### src/rtl/serial_word_loader_if.sv
// Handshake bundle between a serial bit source, the word loader and the
// downstream parallel consumer (ring shift register load port).
interface serial_word_loader_if #(
  parameter int WIDTH = 4
) ();
  logic             sin;
  logic             sin_valid;
  logic             sin_ready;
  logic [WIDTH-1:0] pdata;
  logic             pvalid;
  logic             pready;

  modport master (
    output sin, sin_valid, pready,
    input  sin_ready, pdata, pvalid
  );

  modport slave (
    input  sin, sin_valid, pready,
    output sin_ready, pdata, pvalid
  );
endinterface

### src/rtl/serial_word_loader.sv
// Serial-in, parallel-out word assembler: collects WIDTH bits and hands the
// finished word downstream, flagging bits offered while it cannot accept.
//
// state   | meaning
// COLLECT | shifting serial bits into the assembly register
// HOLD    | completed word presented on pdata, waiting for pready
module serial_word_loader #(
  parameter int WIDTH     = 4,
  parameter bit MSB_FIRST = 1'b1
) (
  input  logic                     clk,
  input  logic                     rst,
  serial_word_loader_if.slave      bus,
  output logic [$clog2(WIDTH)-1:0] bit_cnt,
  output logic                     ovf,
  input  logic                     clr_ovf
);
  localparam int CW = $clog2(WIDTH);
  localparam logic [CW-1:0] LAST_BIT = CW'(WIDTH - 1);

  typedef enum logic {
    COLLECT = 1'b0,
    HOLD    = 1'b1
  } state_t;

  state_t           state, state_nx;
  logic [WIDTH-1:0] asm_q, asm_nx, shifted;
  logic [WIDTH-1:0] pdata_q, pdata_nx;
  logic [CW-1:0]    cnt_q, cnt_nx;
  logic             ovf_nx;
  logic             accept;

  assign bus.sin_ready = (state == COLLECT) || bus.pready;
  assign accept        = bus.sin_valid && bus.sin_ready;
  assign bus.pvalid    = (state == HOLD);
  assign bus.pdata     = pdata_q;
  assign bit_cnt       = cnt_q;

  always_comb begin
    if (MSB_FIRST) shifted = {asm_q[WIDTH-2:0], bus.sin};
    else           shifted = {bus.sin, asm_q[WIDTH-1:1]};
  end

  always_comb begin
    state_nx = state;
    asm_nx   = asm_q;
    cnt_nx   = cnt_q;
    pdata_nx = pdata_q;
    case (state)
      COLLECT: begin
        if (accept) begin
          asm_nx = shifted;
          if (cnt_q == LAST_BIT) begin
            pdata_nx = shifted;
            cnt_nx   = '0;
            state_nx = HOLD;
          end else begin
            cnt_nx = cnt_q + CW'(1);
          end
        end
      end
      HOLD: begin
        if (bus.pready) begin
          state_nx = COLLECT;
          // Back-to-back: the bit accepted on the consume edge starts the next word.
          if (accept) begin
            asm_nx = shifted;
            cnt_nx = CW'(1);
          end
        end
      end
      default: state_nx = COLLECT;
    endcase
  end

  // A drop in the same cycle as clr_ovf keeps the flag set.
  always_comb begin
    ovf_nx = ovf;
    if (bus.sin_valid && !bus.sin_ready) ovf_nx = 1'b1;
    else if (clr_ovf)                    ovf_nx = 1'b0;
  end

  always_ff @(posedge clk or negedge rst) begin
    if (!rst) begin
      state   <= COLLECT;
      asm_q   <= '0;
      cnt_q   <= '0;
      pdata_q <= '0;
      ovf     <= 1'b0;
    end else begin
      state   <= state_nx;
      asm_q   <= asm_nx;
      cnt_q   <= cnt_nx;
      pdata_q <= pdata_nx;
      ovf     <= ovf_nx;
    end
  end
endmodule

### src/flat_wrapper.sv
// flat-port wrapper written by rule: the top's interface ports become plain ports
module serial_word_loader_flat 
#(
  parameter int WIDTH     = 4,
  parameter bit MSB_FIRST = 1'b1
)
  (clk, rst, bit_cnt, ovf, clr_ovf, bus_sin, bus_sin_valid, bus_pready, bus_sin_ready, bus_pdata, bus_pvalid);
  serial_word_loader_if #(.WIDTH(WIDTH)) bus_i ();
  input  logic clk;
  input  logic rst;
  output logic [$clog2(WIDTH)-1:0] bit_cnt;
  output logic ovf;
  input  logic clr_ovf;
  input wire logic [$bits(bus_i.sin)-1:0] bus_sin;
  input wire logic [$bits(bus_i.sin_valid)-1:0] bus_sin_valid;
  input wire logic [$bits(bus_i.pready)-1:0] bus_pready;
  output wire logic [$bits(bus_i.sin_ready)-1:0] bus_sin_ready;
  output wire logic [$bits(bus_i.pdata)-1:0] bus_pdata;
  output wire logic [$bits(bus_i.pvalid)-1:0] bus_pvalid;
  assign bus_i.sin = bus_sin;
  assign bus_i.sin_valid = bus_sin_valid;
  assign bus_i.pready = bus_pready;
  assign bus_sin_ready = bus_i.sin_ready;
  assign bus_pdata = bus_i.pdata;
  assign bus_pvalid = bus_i.pvalid;
  serial_word_loader #(.WIDTH(WIDTH), .MSB_FIRST(MSB_FIRST)) u_core (.clk(clk), .rst(rst), .bus(bus_i), .bit_cnt(bit_cnt), .ovf(ovf), .clr_ovf(clr_ovf));
endmodule
### config.mk
export PLATFORM = sky130hd
export DESIGN_NAME = serial_word_loader_flat
export DESIGN_NICKNAME = d
export VERILOG_FILES = /design/src/rtl/serial_word_loader_if.sv /design/src/rtl/serial_word_loader.sv /design/src/flat_wrapper.sv
export SDC_FILE = /design/constraint.sdc
export NUM_CORES = 1
export LEC_CHECK = 0
export CAP_MARGIN = 15
export CORE_AREA = 2 2 39 41
export DETAILED_ROUTE_END_ITERATION = 6
export DIE_AREA = 0 0 41 43
export MAX_ROUTING_LAYER = met4
export PLACE_DENSITY = 0.62
export SETUP_SLACK_MARGIN = 0.02
export SYNTH_ARGS = -nofsm -noshare
export SYNTH_HDL_FRONTEND = slang
export SYNTH_SLANG_ARGS = --single-unit
### constraint.sdc
create_clock -name clk -period 1.4 [get_ports clk]
set_input_delay 0.28 -clock clk [delete_from_list [all_inputs] [get_ports clk]]
set_output_delay 0.28 -clock clk [all_outputs]
set_load 0.01 [all_outputs]
# [Word level (Yosys, flattened, before mapping)]
# Cells that the tools add are included.
[word_totals] regBits=12 latch_bits=0 ram_bits=0 mem_bits_ro=0 inputBits=6 output_inout_bits=9 elab_cells=32 n_memories=0
[classes] n_addsub=1 mul=0 div_mod_pow=0 n_lt_le_gt_ge=0 eq_ne=4 n_shift=0 mux=14 n_bitwise=1 n_reduce_logical=7
[op_table] operator="2-to-1 mux 2 bit" n=4
[op_table] operator="2-to-1 mux 4 bit" n=2
[op_table] operator="case mux 4 bit (2 select lines)" n=1
[op_table] operator="AND reduction 3 bit" n=2
[op_table] operator="2-to-1 mux 1 bit" n=5
[op_table] operator="inequality test 2 bit (second input constant)" n=2
[op_table] operator="case mux 2 bit (2 select lines)" n=1
[op_table] operator="adder 2 x 1 -> 2 bit (second input constant)" n=1
[op_table] operator="== test 2 bit (second input constant)" n=1
[op_table] operator="logical AND 1 bit" n=2
[op_table] operator="inequality test 2 x 1 -> 1 bit (second input constant)" n=1
[op_table] operator="case mux 1 bit (2 select lines)" n=1
[op_table] operator="nonzero test 2 bit" n=1
[op_table] operator="logical NOT 1 bit" n=1
[op_table] operator="logical OR 1 bit" n=1
[op_table] operator="NOT 1 bit" n=1

# [Longest topological paths before layout]
[logic_depth] word_depth=6 ltp_mapped=3 depth_no_buf=3

# [Worst setup path after synthesis]
# OpenSTA, ideal clock, no wires.
[synth_path] path_kind="reg2reg" start="reg u_core.state, in the netlist u_core.bus.pvalid" end="reg u_core.asm_q[0]" setup_ps=125 t_arrival_ps=1054 required_time_ps=1275 path_slack_ps=221 stages_incl_launch_ff=4 path_buffers=0 period_less_slack_ps=1179 path_cell_list="dfrtp_1 nand2b_2 nand2_1 mux2_2"
[synth_via] elab_chain_len=6 elab_cells_between_ends=7 cone_classes="eq/ne (1); mux (3); bitwise (1); reduce/logical (2)"
[synth_lines] element="from (decl)" line="serial_word_loader.sv:26" text="state_t state, state_nx;"
[synth_lines] element="from (signal assigned)" line="serial_word_loader.sv:91" text="state <= state_nx;"
[synth_lines] element="NOT 1 bit (no line) (*)"
[synth_lines] element="logical OR 1 bit (*)" line="serial_word_loader.sv:33" text="assign bus.sin_ready = (state == COLLECT) || bus.pready;"
[synth_lines] element="named net bus_sin_ready" line="flat_wrapper.sv:17" text="output wire logic [$bits(bus_i.sin_ready)-1:0] bus_sin_ready;"
[synth_lines] element="logical AND 1 bit (*)" line="serial_word_loader.sv:34" text="assign accept = bus.sin_valid && bus.sin_ready;"
[synth_lines] element="2-to-1 mux 4 bit (*)"
[synth_lines] element="2-to-1 mux 4 bit"
[synth_lines] element="case mux 4 bit (2 select lines) (*)" line="serial_word_loader.sv:49" text="case (state)"
[synth_lines] element="to (signal assigned)" line="serial_word_loader.sv:92" text="asm_q <= asm_nx;"
[synth_lines] element="to (decl)" line="serial_word_loader.sv:27" text="logic [WIDTH-1:0] asm_q, asm_nx, shifted;"
# Mark *: on every way through the listed nets, which the timed path passes. The rest lies on a longest branch. The select of a mux whose other input is x is not followed.
# A chain may end at the register's enable or synchronous reset.

# [Worst setup path in the final report]
[layout_path] start="in bus_pready" end="reg u_core.asm_q[2]"
[layout_via] elab_chain_len=5 elab_cells_between_ends=6 cone_classes="eq/ne (1); mux (3); reduce/logical (2)"
[layout_lines] element="from (decl)" line="flat_wrapper.sv:16" text="input wire logic [$bits(bus_i.pready)-1:0] bus_pready;"
[layout_lines] element="logical OR 1 bit" line="serial_word_loader.sv:33"
[layout_lines] element="logical AND 1 bit" line="serial_word_loader.sv:34"
[layout_lines] element="2-to-1 mux 4 bit (2 in series)"
[layout_lines] element="case mux 4 bit (2 select lines)"
# Several ways; a longest one is shown, not always the timed one. The select of a mux whose other input is x is not followed.

==> reports/summary.txt <==
run status: finished clean
count of H-tree levels built during CTS: 1
initial cell density of the core: 33.0%
Inserted Clock Buffers: 3
number of distinct library cell variants in the gate-level netlist after synthesis: 12
overflow left after global routing: 0
Die Ht: 43 microns
worst r2r dst: u_core.asm_q[2]
DR WL/cell: 12.1 microns
# port buffers: 14
share of final-layout standard cells stronger than drive strength 1: 41.2%
number of gates given a new drive strength after cts: 13
cell type of the slowest stage on the worst timing path: sky130_fd_sc_hd__clkdlybuf4s50_1
DR iter-0 viols: 5
count of antenna-violating nets left after detailed routing: 0
HPWL after detailed placement: 619 microns
launch point of the critical path: bus_pready
flip-flop and latch count after synthesis: 11
post-route setup TNS: 0 ns
cells along the critical path: clkdlybuf4s50_1 -> nand2b_2 -> buf_4 -> nand2_2 -> mux2_2
cell class contributing the biggest share of worst-path delay: buffers and inverters
pwr/cell area: 1990 nW/um^2
core area: 1380 sq um
crit share post-route: 94.2%
number of setup buffers added after CTS: 0
Net count, final: 59
vias in the first global route: 304
Worst Clk Skew: 0.00302 ns
minimum clock period: 1.32 ns
worst reg2reg path startpoint: u_core.bus.pvalid
peak fanout along the critical path: 4
RSZ-0062 raised after global routing: no
Slew @ Worst Pin: 0.494 ns
Fillers: 141
number of buffers on the longest clock path: 2
Peak VDD IR: 0.867 mV
Post-Place Setup Slack: -0.284 ns
type of the worst setup path: input pin to register
placed cell area: 639 sq um
max incr delay on CP: 0.40 ns
x dimension of the die: 41 microns
clk root buf: sky130_fd_sc_hd__clkbuf_4
Area growth syn-to-layout: 43.6%
number of hold-repair buffers added at the cts stage: 0
final hold viol count: 0
first-pass GRT wire length: 1340 microns
TritonCTS clock tree: built
DR vias/cell: 4.31
worst min-delay path category: input pin to asynchronous set/reset pin
DRC violations left: 0
reg-to-reg slack, setup: 0.20 ns
Design Area, Final: 656 sq um
I/O pin cnt: 15
logic depth of the worst register-to-register path: 4
final worst-path setup slack: 0.0815 ns
via total after detailed routing: 289
count of buffer and inverter cells on the critical path: 2
data required time at the worst endpoint: 1.55 ns
maximum number of pins on one net before global-route repair: 12
Post-Synthesis Cells: 30
Max Freq: 0.758 GHz
die area: 1760 sq um
std cell rows: 14
worst slew margin relative to its limit: 67.0%
area of the mapped netlist: 457 sq um
CP arrival: 1.46 ns
critical path startpoint category: input pin
ANT cells: 0
Synthesis Warnings: 0
Clk pin slew, worst setup/hold paths: 0.07 ns
type of element capturing the critical path: register
synthesized area divided by synthesized cell count: 15.2 sq um
leakage dissipation: 0.335 nW
last weighted congestion value of the routability-driven placer: 0.702
Clk Latency, worst-skew pair: 0.26 ns
max-slew violation count: 0
endpoints failing setup: 0
Post-Syn Nets: 37
first-pass detailed-route iteration total: 2
final wirelength: 812 microns
CTS sink count: 11
share of the yosys chip area belonging to registers: 60.3%
number of max-cap violations: 0
antenna violations before repair: 0
overall track demand over capacity in global routing: 11.8%
==> sequential cells by signal (all words and copies together) (netlist names) <==
| signal | cells |
|---|---|
| u_core.bus.pdata | 4 |
| u_core.asm_q | 3 |
| u_core.bit_cnt | 2 |
| u_core.bus.pvalid | 1 |
| u_core.ovf | 1 |
==> worst max path at each step <==
stage,depth (start not counted),endpoint
2_1_floorplan,3,u_core.asm_q[0]
3_3_place_gp,3,bus_sin_ready
3_5_place_dp,3,bus_sin_ready
4_1_cts,5,u_core.asm_q[1]
5_1_grt,5,u_core.asm_q[2]
6_report,5,u_core.asm_q[2]
==> metal layers <==
layer / global-route usage, % / routed length (microns) / up-vias
li1: - / - / 144
met4: 4.00 / 5 / 0
met3: 4.71 / 30 / 2
met5: - / 0 / -
met1: 17.6 / 390 / 136
met2: 14.4 / 386 / 7
==> cells in the final DEF (no fill, tap or decap), types with 2 or more instances in the layout <==
cell type,Yosys,layout
sky130_fd_sc_hd__dfrtp_1,11,10
sky130_fd_sc_hd__dlygate4sd2_1,0,8
sky130_fd_sc_hd__clkdlybuf4s50_1,0,5
sky130_fd_sc_hd__mux2_4,4,4
sky130_fd_sc_hd__mux2_2,3,3
sky130_fd_sc_hd__clkbuf_4,0,3
sky130_fd_sc_hd__buf_4,0,3
sky130_fd_sc_hd__a21oi_1,2,2
sky130_fd_sc_hd__inv_1,2,2
==> area by class of cell <==
| class | instances | area (sq um) | share of cell area [%] |
|---|---|---|---|
| inverters | 2 | 7.51 | 1.15 |
| clock inverters | 1 | 5.00 | 0.763 |
| well taps | 16 | 20.0 | 3.05 |
| multi-input cells | 17 | 176 | 26.9 |
| clock buffers | 3 | 22.5 | 3.44 |
| flip-flops and latches | 11 | 277 | 42.2 |
| repair buffers | 17 | 148 | 22.5 |
==> cell usage after synthesis, drive strengths merged <==
| cell | count | area, sq um |
|---|---|---|
| dfrtp | 11 | 275 |
| mux2 | 7 | 93.8 |
| nand2 | 3 | 18.8 |
| a21oi | 2 | 10.0 |
| inv | 2 | 7.51 |
| a22o | 1 | 10.0 |
| ha | 1 | 12.5 |
| nand2b | 1 | 8.76 |
| nor2b | 1 | 13.8 |
| o22ai | 1 | 6.26 |
==> cell families after synthesis <==
family	count (synthesis)	synth area share, %
compound gates	4	5.75
buf+inv	2	1.64
flops	11	60.3
simple gates	5	9.04
fa+ha+maj	1	2.74
mux	7	20.5
==> stage by stage <==
step	hold WS, ns	utilization (%)	instances	total power (W)
5_1_grt	0.368	47.4	67	0.00141
4_1_cts	0.354	47.2	67	0.00132
3_3_place_gp	0.486	46.2	63	0.00116
2_1_floorplan	-0.0156	-	30	0.000867
3_5_place_dp	0.493	46.2	63	0.00119
6_report	0.349	47.4	67	0.00131
==> power by group <==
group	internal, W	switching, W	leakage (nW)
registers	0.000460	0.0000940	0.131
logic	0.000328	0.000217	0.186
clock network	0.000105	0.000103	0.0177
total	0.000893	0.000414	0.335
Power figures use the tool's default switching activity.
